**src/rtl/alu_share_ctrl.sv**
```systemverilog
// Round-robin front end that lets two command sources share one external 4-bit ALU.
// Operands are registered toward the ALU, and the result is captured after a settle delay and returned on a valid/ready channel.
module alu_share_ctrl #(
  parameter int SETTLE_CYCLES = 1
) (
  input  logic       clk,
  input  logic       rst_n,
  input  logic       req0_valid,
  output logic       req0_ready,
  input  logic [3:0] req0_a,
  input  logic [3:0] req0_b,
  input  logic [1:0] req0_op,
  input  logic       req1_valid,
  output logic       req1_ready,
  input  logic [3:0] req1_a,
  input  logic [3:0] req1_b,
  input  logic [1:0] req1_op,
  output logic [3:0] alu_a,
  output logic [3:0] alu_b,
  output logic [1:0] alu_op,
  input  logic [3:0] alu_r,
  input  logic       alu_z,
  input  logic       alu_n,
  input  logic       alu_c,
  input  logic       alu_v,
  output logic       rsp_valid,
  input  logic       rsp_ready,
  output logic       rsp_id,
  output logic [3:0] rsp_r,
  output logic [3:0] rsp_flags,
  output logic       busy
);

  localparam int SettleEff = (SETTLE_CYCLES < 1)  ? 1  :
                             (SETTLE_CYCLES > 15) ? 15 : SETTLE_CYCLES;
  localparam logic [3:0] CntLoad = 4'(SettleEff - 1);

  typedef enum logic [1:0] {IDLE, SETTLE, RESP} state_e;

  state_e     state_q;
  logic       last_q;
  logic [3:0] cnt_q;
  logic [3:0] alu_a_q, alu_b_q;
  logic [1:0] alu_op_q;
  logic       rsp_valid_q, rsp_id_q, busy_q;
  logic [3:0] rsp_r_q, rsp_flags_q;
  logic       grant0, grant1;

  // NOTE: every signal written here gets a default first, so no latch is inferred.
  always_comb begin
    grant0 = 1'b0;
    grant1 = 1'b0;
    // Readies are held low while reset is asserted so no command looks accepted.
    if (state_q == IDLE && rst_n) begin
      if (req0_valid && req1_valid) begin
        grant0 = last_q;
        grant1 = !last_q;
      end else begin
        grant0 = req0_valid;
        grant1 = req1_valid;
      end
    end
  end

  // NOTE: sequential state uses non-blocking assignments only, so all registers update together.
  always_ff @(posedge clk or negedge rst_n) begin
    if (!rst_n) begin
      state_q     <= IDLE;
      last_q      <= 1'b1;
      cnt_q       <= '0;
      alu_a_q     <= '0;
      alu_b_q     <= '0;
      alu_op_q    <= '0;
      rsp_valid_q <= 1'b0;
      rsp_id_q    <= 1'b0;
      rsp_r_q     <= '0;
      rsp_flags_q <= '0;
      busy_q      <= 1'b0;
    end else begin
      case (state_q)
        IDLE: begin
          if (grant0 || grant1) begin
            alu_a_q  <= grant1 ? req1_a  : req0_a;
            alu_b_q  <= grant1 ? req1_b  : req0_b;
            alu_op_q <= grant1 ? req1_op : req0_op;
            rsp_id_q <= grant1;
            cnt_q    <= CntLoad;
            busy_q   <= 1'b1;
            state_q  <= SETTLE;
          end
        end
        SETTLE: begin
          if (cnt_q == 4'd0) begin
            rsp_r_q     <= alu_r;
            rsp_flags_q <= {alu_z, alu_n, alu_c, alu_v};
            rsp_valid_q <= 1'b1;
            state_q     <= RESP;
          end else begin
            cnt_q <= cnt_q - 4'd1;
          end
        end
        RESP: begin
          if (rsp_ready) begin
            rsp_valid_q <= 1'b0;
            last_q      <= rsp_id_q;
            busy_q      <= 1'b0;
            state_q     <= IDLE;
          end
        end
        default: state_q <= IDLE;
      endcase
    end
  end

  assign req0_ready = grant0;
  assign req1_ready = grant1;
  assign alu_a      = alu_a_q;
  assign alu_b      = alu_b_q;
  assign alu_op     = alu_op_q;
  assign rsp_valid  = rsp_valid_q;
  assign rsp_id     = rsp_id_q;
  assign rsp_r      = rsp_r_q;
  assign rsp_flags  = rsp_flags_q;
  assign busy       = busy_q;

endmodule

```
**config.mk**
```make
export PLATFORM = sky130hd
export DESIGN_NAME = alu_share_ctrl
export DESIGN_NICKNAME = d
export VERILOG_FILES = /design/src/rtl/alu_share_ctrl.sv
export SDC_FILE = /design/constraint.sdc
export NUM_CORES = 1
export LEC_CHECK = 0
export CORE_MARGIN = 2
export CORE_UTILIZATION = 40
export CTS_BUF_LIST = sky130_fd_sc_hd__clkbuf_2
export CTS_CLUSTER_DIAMETER = 30
export DETAILED_ROUTE_END_ITERATION = 7
export PLACE_DENSITY = 0.84
export SYNTH_ARGS = -nofsm -noshare
export SYNTH_HDL_FRONTEND = slang
export SYNTH_SLANG_ARGS = --single-unit
```
**constraint.sdc**
```tcl
create_clock -name clk -period 5.4 [get_ports clk]
set_input_delay 1.08 -clock clk [delete_from_list [all_inputs] [get_ports clk]]
set_output_delay 1.08 -clock clk [all_outputs]
set_load 0.01 [all_outputs]
```
* Yosys cells after proc, flatten, opt, wreduce, memory -nomap -nowiden
Cells that the tools add are included.
W data, S select, Z words.
** Cells by class
- $add $sub $neg :: 1
- Equality and inequality tests :: 6
- Muxes and demuxes :: 19
- Reductions and logical operators :: 16
** Operators by type and width (number)
- $mux W4 :: 4
- $reduce_and A3 Y1 :: 4
- $mux W2 :: 4
- $pmux W4 S2 :: 1
- $mux W1 :: 7
- $ne A2 B2 Y1 const B :: 3
- $pmux W2 S3 :: 1
- $reduce_and A2 Y1 :: 3
- $reduce_bool A2 Y1 :: 3
- $logic_not A4 Y1 :: 1
- $pmux W1 S2 :: 2
- $sub A4 B1 Y4 const B :: 1
- $eq A2 B1 Y1 const B :: 1
- $eq A2 B2 Y1 const B :: 1
- $logic_and A1 B1 Y1 :: 2
- $logic_not A2 Y1 :: 1
- $ne A2 B1 Y1 const B :: 1
- $logic_not A1 Y1 :: 1
- $logic_or A1 B1 Y1 :: 1
** Word-level totals
- Flip-flop bits (word level) :: 28

* Depth between registers and ports, before layout
- Word-level depth :: 6
- Mapped depth :: 6

* Worst setup path after synthesis
Ideal clock, no wire load.
- Path type :: input port to output port
- From :: input rst_n
- To :: output req0_ready
- Data arrival time :: 1.893 ns
- Setup slack :: 2.427 ns
- Cell stages on the path :: 4
- Path buffers :: 2
- Cell sequence :: or3b_1 -> buf_2 -> buf_2 -> nor2_1
** On the way
- Word-level cells in the longest chain between the ends :: 2
** Ends and longest elaborated chain
- from (decl) :: line 7 : input logic rst_n,
- $logic_and A1 B1 Y1 :: line 54 : if (state_q == IDLE && rst_n) begin
- $mux W1 :: line 54
- to (decl) :: line 9 : output logic req0_ready,
Every way passes these cells.

* Worst setup path after layout
- From :: input rst_n
- To :: output req1_ready
** On the way
- Word-level cells in the longest chain between the ends :: 2
** Ends and longest elaborated chain
- $logic_and A1 B1 Y1 :: line 54
- $mux W1 :: line 54
- to (decl) :: line 14 : output logic req1_ready,
Every way passes these cells.

==> reports/results.tsv <==
metric	value	unit
area occupied by multi-input gates	611	sq um
DRC viols	0	
cell area after layout	0.00199	sq mm
relative max-transition margin	24.8	%
Tightest Pin Transition	1120	ps
Final Max Tran Viols	0	
highest clock rate	251	MHz
vias in the first global route	1215	
Crit. End Element	output port	
Crit path arrival time	2900	ps
largest net degree at the start of global routing	30	
wire length of the first global-routing pass	5.69	mm
Post-Synthesis Cell Area	0.00137	sq mm
CP required	4320	ps
initial antenna violation count	0	
First-pass DRT Iterations	4	
Setup Buffers After CTS	0	
CTS clock-pin slew for the worst setup and hold paths	270	ps
pwr dens	531	mW/mm^2
register area share after synthesis	51.4	%
Top Ports	56	
Post-DP HPWL	2.53	mm
port bufs	55	
num rows	21	
vias per cell	5.31	
Inserted Diodes	0	
register area	702	sq um
CP Launch Type	primary input	
post-layout util	60.1	%
CTS Buf Count	3	
cell family with most CP delay	buffers and inverters	
min Tclk post-route	3980	ps
grt total ovfl	0	
1st-iter DRT viols	73	
WP depth	4	
final WL	3.48	mm
Yosys warnings	0	
Hold Vio Cnt, Final	0	
RSZ-0062 raised after global routing	no	
clk_lat worst skew	390	ps
fillers	287	
Crit Path Class	primary input to output port	
remaining antenna violation count	0	
HP Class	flip-flop to flip-flop	
worst slack at placement	1440	ps
syn nets	161	
Post-CTS Hold Buffers	0	
Die Height	62.4	um
# Max-Cap Violations	0	
cell count of the worst reg-to-reg path	5	
nets	214	
Mapped Cells	126	
Synth Area per Inst	10.8	sq um
area of the die	0.00390	sq mm
CTS H-tree depth	1	
Yosys reg bits	28	
CTS tree	yes	
WHS	524	ps
Max Root-Sink Buffers	2	
Core Footprint	0.00331	sq mm
setup violators final	0	
commonest cells after routing, fill and taps aside	clkdlybuf4s50_1 (55), dfrtp_1 (27), o21ai_0 (15), a21oi_1 (11)	
Post-DP Area	0.00194	sq mm
WL/cell	15.5	um
gp weighted congestion	0.770	
crit-path most repeated cell	clkdlybuf4s50_1	
clock skew	8.75	ps
hold depth	2	
worst path cell trace	clkdlybuf4s50_1 > or3b_1 > nor2_1 > clkdlybuf4s50_1	
Total GRT Usage	18.3	%
Worst Path Buf+Inv	2	
Chip Width	62.4	um
ratio of cells with drive above 1 in the final layout	12.4	%
CTS Sinks	28	
slowest library cell on the worst path	or3b_1	
critical path peak fanout	17	
via count	1189	
area growth from synthesis to layout	45.5	%
most common cell after layout, fill and taps aside	clkdlybuf4s50_1	
maximum vdd drop	0.180	mV
Lkg Pwr	0.816	nW
largest stage delay on the critical path	600	ps
period utilization	73.7	%
setup_tns	0	ps
Synth cell types	36	
Worst Slack Setup Final	1420	ps
status	complete, no violations	
clk root buf	clkbuf_2	
CTS resizes	0	
initial core utilization	41.3	%
[final cells by class]
class / instances / area share [%]
Sequential cell: 28 / 35.3
Multi-Input combinational cell: 86 / 30.7
Timing Repair Buffer: 56 / 28.1
Tap cell: 46 / 2.89
Clock inverter: 1 / 1.51
Clock buffer: 3 / 0.755
Inverter: 4 / 0.755
[worst min-delay path, delay by kind of cell, from the launching register on]
kind,cells,cell delay [ps]
flops,1,420
simple gates,2,100
[kinds of logic after synthesis]
logic type      after synthesis  synth area share [%]
mux                          11                  11.2
buf+inv                      12                  4.30
fa+ha+maj                     2                  1.83
compound gates               43                  18.7
flops                        28                  51.4
simple gates                 30                  12.6
[layer usage]
metal  up-vias  track usage [%]  share of wire, %
met5         -                0                 0
met4         0             7.50               1.9
met3         5             2.88               6.2
met2        57             32.8                49
met1       567             21.8                43
li1        560                -                 -
[sequential cells by signal, summed over array words and instances, names as in the netlist]
name / count
alu_a: 4
alu_b: 4
alu_op: 2
busy: 1
cnt_q: 4
last_q: 1
rsp_flags: 4
rsp_id: 1
rsp_r: 4
rsp_valid: 1
state_q: 2
[per-stage QoR]
| stage | power, mW | instances |
|---|---|---|
| floorplan | 0.688 | 126 |
| global placement | 0.905 | 220 |
| detailed placement | 0.934 | 220 |
| CTS | 1.06 | 224 |
| global route | 1.13 | 224 |
| finish | 1.06 | 224 |
[report_power, final]
part	switching [mW]	total (mW)	internal [mW]
logic	0.231	0.537	0.306
clock network	0.0661	0.130	0.0636
registers	0.0762	0.389	0.312
[cell usage after synthesis]
cell type  instances  area share [%]
mux2_4             8             8.8
nor2_2             1            0.46
o221ai_1           1            0.64
nand2_1            2            0.55
dfstp_2            1             1.9
or2_2              1            0.46
nand3b_1           1            0.55
a21o_1             1            0.55
o22ai_2            1            0.92
mux2i_1            1            0.73
o21ai_0           15             5.5
inv_1              4             1.1
o31ai_1            1            0.55
nor2b_1            1            0.46
o41ai_1            1            0.64
a31oi_1           10             4.6
buf_4              1            0.55
dfrtp_1           27              49
or3b_1             1            0.64
nor3b_1            2             1.1
buf_2              2            0.73
nand4b_1           1            0.64
or3_1              1            0.46
nor2_1             6             1.6
buf_6              1            0.82
a21boi_1           1            0.55
buf_1              1            0.27
nand2b_1           1            0.46
ha_1               2             1.8
a21oi_1           11             4.0
a21bo_2            1            0.73
mux2_2             2             1.6
clkbuf_1           3            0.82
nand2b_4           1             1.0
or2b_1             1            0.55
nand3_1           10             3.7
[final timing paths]
path	startpoint	end	slack [ps]
min	rsp_valid$_DFFE_PN0P_	rsp_valid$_DFFE_PN0P_	520
min reg2reg	rsp_valid$_DFFE_PN0P_	rsp_valid$_DFFE_PN0P_	520
max	rst_n	req1_ready	1420
max in group asynchronous	rst_n	last_q$_DFFE_PN1P_	4050
min in group asynchronous	rst_n	alu_op[0]$_DFFE_PN0P_	1050
max reg2reg	cnt_q[0]$_DFFE_PN0P_	rsp_r[1]$_DFFE_PN0P_	3350
(Power assumes the default switching activity.)
